`src/rtl/out_bcd_converter.sv`:
```
// Sequential binary-to-BCD converter (double dabble) feeding the seven-segment driver.
// One WIDTH-bit value per start, optional two's complement, leading-zero blank flags.
module out_bcd_converter #(
  parameter int WIDTH  = 8,
  parameter int DIGITS = 3
) (
  input  logic                  CLK,
  input  logic                  nRST,
  input  logic                  start,
  input  logic                  signed_mode,
  input  logic [WIDTH-1:0]      data,
  output logic                  busy,
  output logic                  valid,
  output logic                  neg,
  output logic [DIGITS*4-1:0]   bcd,
  output logic [DIGITS-1:0]     blank
);

  localparam int CW = $clog2(WIDTH + 1);

  typedef enum logic [1:0] {
    IDLE    = 2'd0,
    CONVERT = 2'd1,
    DONE    = 2'd2
  } state_t;

  state_t state, next_state;

  logic [WIDTH-1:0]    bin_q;
  logic [DIGITS*4-1:0] scr_q;
  logic [CW-1:0]       cnt_q;
  logic                sign_q;

  logic [DIGITS*4-1:0] scr_adj;
  logic [DIGITS*4-1:0] scr_nxt;
  logic [WIDTH-1:0]    bin_nxt;
  logic [WIDTH-1:0]    mag;
  logic                sign_in;
  logic                last;
  logic [DIGITS-1:0]   blank_nxt;
  logic                run;

  assign sign_in = signed_mode & data[WIDTH-1];
  assign mag     = sign_in ? (~data + WIDTH'(1)) : data;
  assign last    = (cnt_q == CW'(WIDTH - 1));

  always_comb begin
    scr_adj = scr_q;
    for (int d = 0; d < DIGITS; d++) begin
      if (scr_q[4*d +: 4] >= 4'd5)
        scr_adj[4*d +: 4] = scr_q[4*d +: 4] + 4'd3;
    end
    {scr_nxt, bin_nxt} = {scr_adj[DIGITS*4-2:0], bin_q, 1'b0};
  end

  // Leading-zero scan from the most significant digit down; digit 0 always shown.
  always_comb begin
    blank_nxt = '0;
    run       = 1'b1;
    for (int i = DIGITS - 1; i > 0; i--) begin
      run          = run & (scr_nxt[4*i +: 4] == 4'd0);
      blank_nxt[i] = run;
    end
  end

  always_ff @(posedge CLK or negedge nRST) begin
    if (!nRST)
      state <= IDLE;
    else
      state <= next_state;
  end

  always_comb begin
    next_state = state;
    unique case (state)
      IDLE:    if (start) next_state = CONVERT;
      CONVERT: if (last)  next_state = DONE;
      DONE:    next_state = IDLE;
      default: next_state = IDLE;
    endcase
  end

  always_comb begin
    busy  = (state != IDLE);
    valid = (state == DONE);
  end

  always_ff @(posedge CLK or negedge nRST) begin
    if (!nRST) begin
      bin_q  <= '0;
      scr_q  <= '0;
      cnt_q  <= '0;
      sign_q <= 1'b0;
      bcd    <= '0;
      neg    <= 1'b0;
      blank  <= '0;
    end else begin
      unique case (state)
        IDLE: begin
          if (start) begin
            bin_q  <= mag;
            scr_q  <= '0;
            cnt_q  <= '0;
            sign_q <= sign_in;
          end
        end
        CONVERT: begin
          bin_q <= bin_nxt;
          scr_q <= scr_nxt;
          cnt_q <= cnt_q + CW'(1);
          if (last) begin
            bcd   <= scr_nxt;
            neg   <= sign_q & (|scr_nxt);
            blank <= blank_nxt;
          end
        end
        default: ;
      endcase
    end
  end

endmodule
```
`config.mk`:
```
export PLATFORM = sky130hd
export DESIGN_NAME = out_bcd_converter
export DESIGN_NICKNAME = d
export VERILOG_FILES = /design/src/rtl/out_bcd_converter.sv
export SDC_FILE = /design/constraint.sdc
export NUM_CORES = 1
export LEC_CHECK = 0
export CAP_MARGIN = 30
export CORE_MARGIN = 1
export CORE_UTILIZATION = 60
export CTS_BUF_LIST = sky130_fd_sc_hd__clkbuf_2 sky130_fd_sc_hd__clkbuf_4 sky130_fd_sc_hd__clkbuf_8
export DETAILED_ROUTE_END_ITERATION = 7
export GPL_ROUTABILITY_DRIVEN = 1
export GPL_TIMING_DRIVEN = 0
export HOLD_SLACK_MARGIN = 0.02
export PLACE_DENSITY = 0.87
export SYNTH_ARGS = -nofsm -noshare
export SYNTH_HDL_FRONTEND = slang
export SYNTH_SLANG_ARGS = --single-unit
```
`constraint.sdc`:
```
create_clock -name CLK -period 4.3 [get_ports CLK]
set_input_delay 1.29 -clock CLK [delete_from_list [all_inputs] [get_ports CLK]]
set_output_delay 1.29 -clock CLK [all_outputs]
set_load 0.02 [all_outputs]
```
==> impl_results.md, run 1 <==
* Result of the run: finished, final reports clean
* Worst endpoint required time at 3.01 ns
* Number of iterations in the first detailed-routing pass at 4
* Clk sinks at 42
* Shortest clock period the worst path allows after layout at 2.83 ns
* Final setup fails at 0
* Highest attainable clock frequency at 353 MHz
* Clock root buffer: clkbuf_4
* Part of the total power dissipated in sequential elements at 0.368
* Register area share after synthesis at 0.493
* Most frequent standard cell in the layout excluding fill and tap cells: dfrtp_1
* Critical-path maximum fanout at 4
* Number of CTS-inserted buffers at 5
* Internal power component at 1110 uW
* Core box area at 3360 sq um
* Number of placed instances, taps included at 299
* Vias after detailed routing at 1753
* Die Outline Area at 3790 sq um
* Mapped cell area at 2130 sq um
* Residual DRC count at 0
* Initial drt markers at 123
* Depth of the worst register-to-register path at 7
* Gp weighted congestion at 0.813
* Most area-consuming cells after synthesis: dfrtp_1 49%, nand2_1 5.6%, ha_1 4.7%, o21ai_0 4.2%, xnor2_1 3.3%
* Commonest cells after routing, fill and taps aside: 42 x dfrtp_1, 32 x nand2_1, 27 x clkdlybuf4s50_1, 18 x o21ai_0, 13 x nor2_1
* Unique cell type count in the Yosys netlist at 38
* Mean instance size in the synthesized netlist at 9.51 sq um
* Normalized max-slew margin at 0.616
* Maximum count of clock buffers along a single path at 2
* Worst min-delay path category: flop to flop
* Largest clock skew in the final design at 0.0137 ns
* Antenna violations before repair at 0
* Share of cells above drive strength 1 at 0.103
* Post-CTS setup buffer count at 0
* Synthesized net count at 244
* Later-pin clock latency in the skew report at 0.36 ns
* Count of non-filler cells in the finished layout at 307
* Pin slew with the least headroom to its limit at 0.577 ns
* Combinational fraction of design power at 0.525
* RSZ-0062 raised after global routing: no
* Vias in the first global route at 1660
* Instance count of the mapped netlist at 224
* Final worst path period share at 0.658
* Number of register bits inferred by synthesis at 42
* Data arrival time of the critical path at 1.54 ns
* Top Layer Used: met4
* Post-DR vias/cell at 5.71
* Count of nets left with antenna violations after detail routing at 0
* Starting density of the core at 0.634
* Grt ovf at 0
* Global-route usage over all layers at 0.278
* Wire length on met1 at 2050 um
* Fraction of post-synthesis cell area in the top cell type by area at 0.493
* Routed wire length at 4560 um
* Power dissipated by switching net loads at 840 uW
* Detailed placement HPWL at 3330 um
* Max capacitance violation total at 0
* R2r startpoint: scr_q[4]
* Port buffer count at 28
* Reported leakage power at 0.00113 uW
* Startpoint of the worst setup timing path: state[0]
* Global-route wire length before repair at 7510 um
* Type of destination of the critical path: primary output
* Fraction of power consumed by the clock network at 0.107
* Power per Cell Area at 764 nW/um^2
* Switching portion of total power at 0.431
* Utilization after layout at 0.757
* CTS tree: built
* Final layout net count at 280
* Final Hold Viols at 0
* Total count of max-transition violations in the final report at 0
* Library cell occupying the most area in the post-synthesis netlist: dfrtp_1
* Antenna fix cells at 0
* Yosys synthesis warning count at 0
* Worst-case vdd ir drop at 0.530 mV
* Chip Height at 61.6 um
* FF-to-FF setup slack at 2.27 ns
* Clock slew at the register clock pins of the worst setup and hold paths at 0.11 ns
* Largest net degree at the start of global routing at 33
* Overall die width at 61.6 um
* Layout overhead on the synthesized area at 19.6%
* Worst setup path category: flop to primary output
* Routed len/inst at 14.8 um
* I/O pin total at 30
* # hold bufs at CTS at 0
* Number of rows created at floorplan at 21
* Overall power at 1950 uW
* # H-tree levels at 2
* Startpoint class of the critical path: flop
* Detailed-routed wire length on met2 at 2310 um
* Critical path capture point: valid
* Count of fill cells added during filler insertion at 259
* Endpoint of the most critical register-to-register path: neg
* CTS resizes at 0
* Routed length on met3 at 152 um
* Total negative setup slack at 0 ns
how the worst min path moves through the flow:
stage,startpoint,to,slack [ns],depth (start not counted)
floorplan,sign_q,sign_q,0.45,2
global placement,bcd[0],bcd[0],0.46,2
detailed placement,bcd[9],bcd[9],0.47,2
CTS,bcd[9],bcd[9],0.50,2
global route,bcd[9],bcd[9],0.51,2
finish,bcd[9],bcd[9],0.49,2
power groups by stage:
stage	registers (uW)	clock network, uW	logic, uW
6_report	716	208	1020
5_1_grt	741	229	1140
4_1_cts	715	211	1030
3_5_place_dp	722	0	1020
3_3_place_gp	708	0	978
2_1_floorplan	775	0	619
Yosys cell counts:
master,count
ha_1,8
mux2i_1,4
a21oi_2,1
nand3b_2,1
a22oi_1,7
clkbuf_1,4
buf_4,1
and2_1,1
nand2_1,32
nor4_1,1
nand3_1,3
xnor2_1,8
inv_2,1
buf_2,6
nor2_1,13
a2111oi_2,1
o21ai_0,18
nor3_1,8
nand4_1,1
a21boi_0,1
dfrtp_1,42
a22o_1,5
inv_1,10
nor4_2,1
nor2b_1,4
mux2_1,1
a21oi_1,12
mux2_2,3
o31ai_1,2
a21o_1,1
nor3b_1,3
or3b_2,1
nand2b_1,2
nand3b_1,1
a31oi_1,4
conb_1,1
nand2b_2,1
o21ai_1,10
layer usage:
layer,global-route usage,vias up
met1,0.362,861
met4,0.0667,0
met3,0.0630,6
met2,0.472,35
met5,0,-
li1,-,851
stage by stage:
step                      hold WS (ns)  area [sq um]  setup WS, ns
after floorplan                  0.450          2130          2.27
after global placement           0.460          2470         0.894
after detailed placement         0.471          2480          1.62
after CTS                        0.499          2550          1.45
after global routing             0.514          2550          1.36
final                            0.495          2550          1.47
state kept, by name, indices dropped and copies added, names as in the netlist:
register  count
sign_q        1
neg           1
blank         2
bin_q         8
state         2
cnt_q         4
scr_q        12
bcd          12
kinds of logic (layout without fill, tap and decap cells):
| family | Yosys count | in the layout | share of synthesized area |
|---|---|---|---|
| AOI/OAI and AO/OA | 62 | 62 | 0.176 |
| xor gates and xnor gates | 8 | 8 | 0.0329 |
| muxes | 8 | 8 | 0.0399 |
| adders and majority gates | 8 | 8 | 0.0470 |
| other | 1 | 1 | 0.00176 |
| buffers and inverters | 22 | 59 | 0.0440 |
| DFF | 42 | 42 | 0.493 |
| and+or+nand+nor | 73 | 73 | 0.165 |
worst max-delay path: stages (launching register included):
cell	delay (ns)
dfrtp_1	0.43
nor2b_1	0.15
clkdlybuf4s50_1	0.62
cell type report:
| type | count | area (sq um) | area share |
|---|---|---|---|
| clock buffers | 6 | 51.3 | 0.0201 |
| flip-flops and latches | 42 | 1050 | 0.413 |
| multi-input cells | 160 | 986 | 0.387 |
| clock inverters | 2 | 12.5 | 0.00491 |
| repair buffers | 29 | 295 | 0.116 |
| well taps | 46 | 57.6 | 0.0226 |
| inverters | 11 | 41.3 | 0.0162 |
| plain buffers | 11 | 52.6 | 0.0206 |
No activity file was read; power rests on OpenSTA's default activity.
==> run 2: changes to the inputs <==
--- a/config.mk
+++ b/config.mk
@@ -7,13 +7,13 @@
 export LEC_CHECK = 0
 export CAP_MARGIN = 30
 export CORE_MARGIN = 1
-export CORE_UTILIZATION = 60
+export CORE_UTILIZATION = 51
 export CTS_BUF_LIST = sky130_fd_sc_hd__clkbuf_2 sky130_fd_sc_hd__clkbuf_4 sky130_fd_sc_hd__clkbuf_8
 export DETAILED_ROUTE_END_ITERATION = 7
 export GPL_ROUTABILITY_DRIVEN = 1
 export GPL_TIMING_DRIVEN = 0
 export HOLD_SLACK_MARGIN = 0.02
-export PLACE_DENSITY = 0.87
+export PLACE_DENSITY = 0.78
 export SYNTH_ARGS = -nofsm -noshare
 export SYNTH_HDL_FRONTEND = slang
 export SYNTH_SLANG_ARGS = --single-unit
==> constraint.sdc (replaced) <==
create_clock -name CLK -period 2.6 [get_ports CLK]
set_input_delay 0.78 -clock CLK [delete_from_list [all_inputs] [get_ports CLK]]
set_output_delay 0.78 -clock CLK [all_outputs]
set_load 0.02 [all_outputs]
==> run 2 against run 1 <==
Die area is 17% higher. Clock skew shrank 0.010 ns. Flip-flop and latch count did not move. Power up 72%. Sequential power increased by 65%. Largest cell class unchanged.
==> impl_results.md, run 2 (same netlist as run 1, synthesis figures left out) <==
* Routed len/inst at 14.0 um
* Routed wire length at 4360 um
* Grt ovf at 0
* Detailed placement HPWL at 3240 um
* Commonest cells after routing, fill and taps aside: 42 x dfrtp_1, 32 x nand2_1, 27 x clkdlybuf4s50_1, 18 x o21ai_0, 13 x nor2_1
* Clock root buffer: clkbuf_8
* Largest net degree at the start of global routing at 23
* # H-tree levels at 2
* Combinational fraction of design power at 0.503
* Data arrival time of the critical path at 1.49 ns
* Max capacitance violation total at 0
* Vias after detailed routing at 1698
* Residual DRC count at 0
* Critical-path maximum fanout at 4
* Die Outline Area at 4440 sq um
* Worst min-delay path category: input port to async pin
* Final setup fails at 0
* Post-CTS setup buffer count at 0
* Antenna fix cells at 0
* Share of cells above drive strength 1 at 0.103
* Global-route wire length before repair at 7750 um
* Post-DR vias/cell at 5.46
* Vias in the first global route at 1694
* Worst setup slack after placement at 0.440 ns
* Overall die width at 66.6 um
* Port buffer count at 28
* Internal power component at 1970 uW
* Type of destination of the critical path: primary output
* # hold bufs at CTS at 0
* Gp weighted congestion at 0.838
* Depth of the worst register-to-register path at 7
* GRT busiest layer: met2
* Reported leakage power at 0.00116 uW
* Final worst path period share at 0.875
* Maximum count of clock buffers along a single path at 2
* R2r startpoint: scr_q[4]
* Switching portion of total power at 0.410
* Layout overhead on the synthesized area at 22.3%
* Global-route usage over all layers at 0.238
* Clock slew at the register clock pins of the worst setup and hold paths at 0.08 ns
* I/O pin total at 30
* Core box area at 4000 sq um
* Met2 track demand over resource in global routing at 0.402
* Most frequent standard cell in the layout excluding fill and tap cells: dfrtp_1
* Global routing usage on met3 at 0.0462
* Antenna violations before repair at 0
* Power per Cell Area at 1280 nW/um^2
* CTS tree: built
* Initial drt markers at 84
* Final critical-path setup slack at 0.326 ns
* Part of the total power dissipated in sequential elements at 0.352
* Count of nets left with antenna violations after detail routing at 0
* Total count of max-transition violations in the final report at 0
* Number of CTS-inserted buffers at 5
* Starting density of the core at 0.533
* Normalized max-slew margin at 0.658
* Later-pin clock latency in the skew report at 0.29 ns
* Startpoint class of the critical path: flop
* Number of rows created at floorplan at 23
* Registers with the highest flip-flop counts: bcd (12), scr_q (12), bin_q (8)
* Largest clock skew in the final design at 0.00365 ns
* Number of iterations in the first detailed-routing pass at 4
* FF-to-FF setup slack at 0.61 ns
* Total negative setup slack at 0 ns
* Endpoint of the most critical register-to-register path: blank[1]
* Met1 global-route usage at 0.295
* Result of the run: finished, final reports clean
* Worst setup path category: flop to primary output
* CTS resizes at 0
* Final layout net count at 280
* Worst-case vdd ir drop at 0.518 mV
* Fraction of power consumed by the clock network at 0.145
* Shortest clock period the worst path allows after layout at 2.27 ns
* Power dissipated by switching net loads at 1370 uW
* Highest attainable clock frequency at 440 MHz
* Final Hold Viols at 0
* Chip Height at 66.6 um
* Clk sinks at 42
* RSZ-0062 raised after global routing: no
* Startpoint of the worst setup timing path: state[1]
* Pin slew with the least headroom to its limit at 0.513 ns
* Worst endpoint required time at 1.82 ns
run 2: worst max-delay path by stage:
stage	cells after the start	slack, ns	endpoint
final	3	0.33	busy
after global placement	1	-0.30	sign_q
after floorplan	7	0.89	blank[1]
after CTS	3	0.33	busy
after global routing	3	0.26	busy
after detailed placement	5	0.44	bin_q[6]
run 2: power groups by stage:
stage	combinational, uW	sequential (uW)	clock (uW)
after floorplan	1020	1280	0
after global placement	1630	1170	0
after detailed placement	1680	1190	0
after CTS	1700	1180	490
after global routing	1890	1220	527
final	1680	1180	485
run 2: stage by stage:
step                      power (uW)  utilization  instance area [sq um]  hold WS (ns)  instances
after detailed placement        2870        0.624                   2500         0.462        303
after global routing            3640        0.652                   2610         0.478        311
final                           3340        0.652                   2610         0.451        311
after CTS                       3360        0.652                   2610         0.464        311
after global placement          2800        0.618                   2470         0.458        302
after floorplan                 2310            -                   2130         0.450        224
run 2: critical path, cell delays in order (launching register included):
cell             delay, ns
dfrtp_1               0.40
nor2_1                0.21
inv_1                 0.06
clkdlybuf4s50_1       0.53
run 2: metal layers:
| metal | vias up | part of all wire |
|---|---|---|
| met3 | 8 | 0.030 |
| met4 | 0 | 0.019 |
| li1 | 848 | - |
| met2 | 35 | 0.50 |
| met1 | 807 | 0.45 |
| met5 | - | 0 |
run 2: layout make-up:
type                       instances  area [sq um]
fill                             359          1390
buffer                            11          52.6
inverter                          11          41.3
multi-input combinational        160           986
sequential                        42          1050
timing repair buffer              29           303
clock buffer                       8           110
tap                               50          62.6
==> run 3: changes to the inputs <==
--- a/config.mk
+++ b/config.mk
@@ -6,6 +6,7 @@
 export NUM_CORES = 1
 export LEC_CHECK = 0
 export CAP_MARGIN = 30
+export CORE_ASPECT_RATIO = 0.9
 export CORE_MARGIN = 1
 export CORE_UTILIZATION = 51
 export CTS_BUF_LIST = sky130_fd_sc_hd__clkbuf_2 sky130_fd_sc_hd__clkbuf_4 sky130_fd_sc_hd__clkbuf_8
==> run 3 against run 2 <==
Largest cell class unchanged. Core utilization increased by 1.6 points. Critical path type unchanged. Clock skew increased by 0.0053 ns. Combinational power about the same. Power fell by 0.98%. Die area barely moved. Via count increased by 2.4%. Highest routed layer unchanged.
==> impl_results.md, run 3 (same netlist as run 1, synthesis figures left out) <==
* Depth of the worst register-to-register path at 7
* Clock slew at the register clock pins of the worst setup and hold paths at 0.09 ns
* Worst min-delay path category: input port to async pin
* Number of iterations in the first detailed-routing pass at 4
* Clock root buffer: clkbuf_8
* Starting density of the core at 0.552
* Final worst path period share at 0.887
* Startpoint class of the critical path: flop
* Largest clock skew in the final design at 0.00898 ns
* Total count of max-transition violations in the final report at 0
* Antenna fix cells at 0
* CTS tree: built
* Result of the run: finished, final reports clean
* Final setup fails at 0
* Count of fill cells added during filler insertion at 314
* Worst setup path category: flop to primary output
* Detailed placement HPWL at 3270 um
* Antenna violations before repair at 0
* Routed wire length at 4600 um
* Registers with the highest flip-flop counts: bcd (12), scr_q (12), bin_q (8)
* Overall power at 3310 uW
* Global-route wire length before repair at 7800 um
* FF-to-FF setup slack at 0.64 ns
* Max capacitance violation total at 0
* Critical-path maximum fanout at 4
* Routed len/inst at 15.0 um
* Core box area at 3860 sq um
* Vias after detailed routing at 1738
* Highest attainable clock frequency at 434 MHz
* Number of rows created at floorplan at 21
* Count of non-filler cells in the finished layout at 307
* Maximum count of clock buffers along a single path at 2
* Reported leakage power at 0.00114 uW
* Gp weighted congestion at 0.839
* Largest net degree at the start of global routing at 37
* Post-DR vias/cell at 5.66
* Pin slew with the least headroom to its limit at 0.504 ns
* Utilization after layout at 0.667
* # hold bufs at CTS at 0
* Number of placed instances, taps included at 299
* # H-tree levels at 2
* Residual DRC count at 0
* Initial drt markers at 104
* Layout overhead on the synthesized area at 21.0%
* Die Outline Area at 4440 sq um
* Chip Height at 63.3 um
* CTS resizes at 0
* Endpoint of the most critical register-to-register path: neg
* Count of nets left with antenna violations after detail routing at 0
* Power per Cell Area at 1280 nW/um^2
* RSZ-0062 raised after global routing: no
* Later-pin clock latency in the skew report at 0.31 ns
* Most frequent standard cell in the layout excluding fill and tap cells: dfrtp_1
* Vias in the first global route at 1687
* R2r startpoint: scr_q[4]
* I/O pin total at 30
* Worst-case vdd ir drop at 0.697 mV
* Normalized max-slew margin at 0.664
* Clk sinks at 42
* Data arrival time of the critical path at 1.53 ns
* Share of cells above drive strength 1 at 0.103
* Final layout net count at 280
* Type of destination of the critical path: primary output
* Port buffer count at 28
* Overall die width at 70.1 um
* Shortest clock period the worst path allows after layout at 2.31 ns
* Worst endpoint required time at 1.82 ns
* Grt ovf at 0
* Number of CTS-inserted buffers at 5
* Final Hold Viols at 0
* Total negative setup slack at 0 ns
* Global-route usage over all layers at 0.225
* Commonest cells after routing, fill and taps aside: 42 x dfrtp_1, 32 x nand2_1, 27 x clkdlybuf4s50_1, 18 x o21ai_0, 13 x nor2_1
* Post-CTS setup buffer count at 0
-- run 3: changes by cell type in the layout (fill, tap and decap cells not counted) --
cell        change
clkinvlp_4      +1
inv_6           +1
clkbuf_8        -3
clkinv_4        +1
buf_16          -1
buf_12          +1
-- run 3: power by group --
group | internal (uW) | total (uW) | switching [uW]
logic | 748 | 1680 | 934
clock network | 194 | 446 | 252
registers | 954 | 1180 | 227
total | 1900 | 3310 | 1410
-- run 3: final cells by class --
type / count / area, sq um / share of cell area
multi-input combinational: 160 / 986 / 0.383
timing repair buffer: 29 / 295 / 0.115
buffer: 11 / 52.6 / 0.0204
inverter: 11 / 41.3 / 0.0160
clock inverter: 3 / 25.0 / 0.00971
clock buffer: 5 / 68.8 / 0.0267
tap: 46 / 57.6 / 0.0223
sequential: 42 / 1050 / 0.408
-- run 3: stage by stage --
stage | setup WS, ns | area [sq um] | hold WS, ns
floorplan | 0.889 | 2130 | 0.450
global placement | -0.352 | 2470 | 0.459
detailed placement | 0.387 | 2480 | 0.469
CTS | 0.287 | 2580 | 0.297
global route | 0.241 | 2580 | 0.292
finish | 0.294 | 2580 | 0.294
-- run 3: worst max-delay path by stage --
stage                         from       end  slack (ns)  depth (start not counted)
after detailed placement   data[2]  bin_q[6]        0.39                          5
after floorplan           scr_q[4]  blank[1]        0.89                          7
after CTS                 state[1]      busy        0.29                          3
after global placement        nRST  bin_q[3]       -0.35                          1
final                     state[1]      busy        0.29                          3
after global routing      state[1]      busy        0.24                          3
-- run 3: critical path, stage by stage, from the launching register on --
cell	delay (ns)
dfrtp_1	0.40
nor2_1	0.21
inv_1	0.08
clkdlybuf4s50_1	0.54
-- run 3: per-layer routing --
metal	share of wire	up-vias	global-route usage
met5	0	-	0
met4	0.018	0	0.0775
met3	0.045	10	0.0528
met2	0.45	38	0.344
met1	0.49	841	0.316
li1	-	849	-
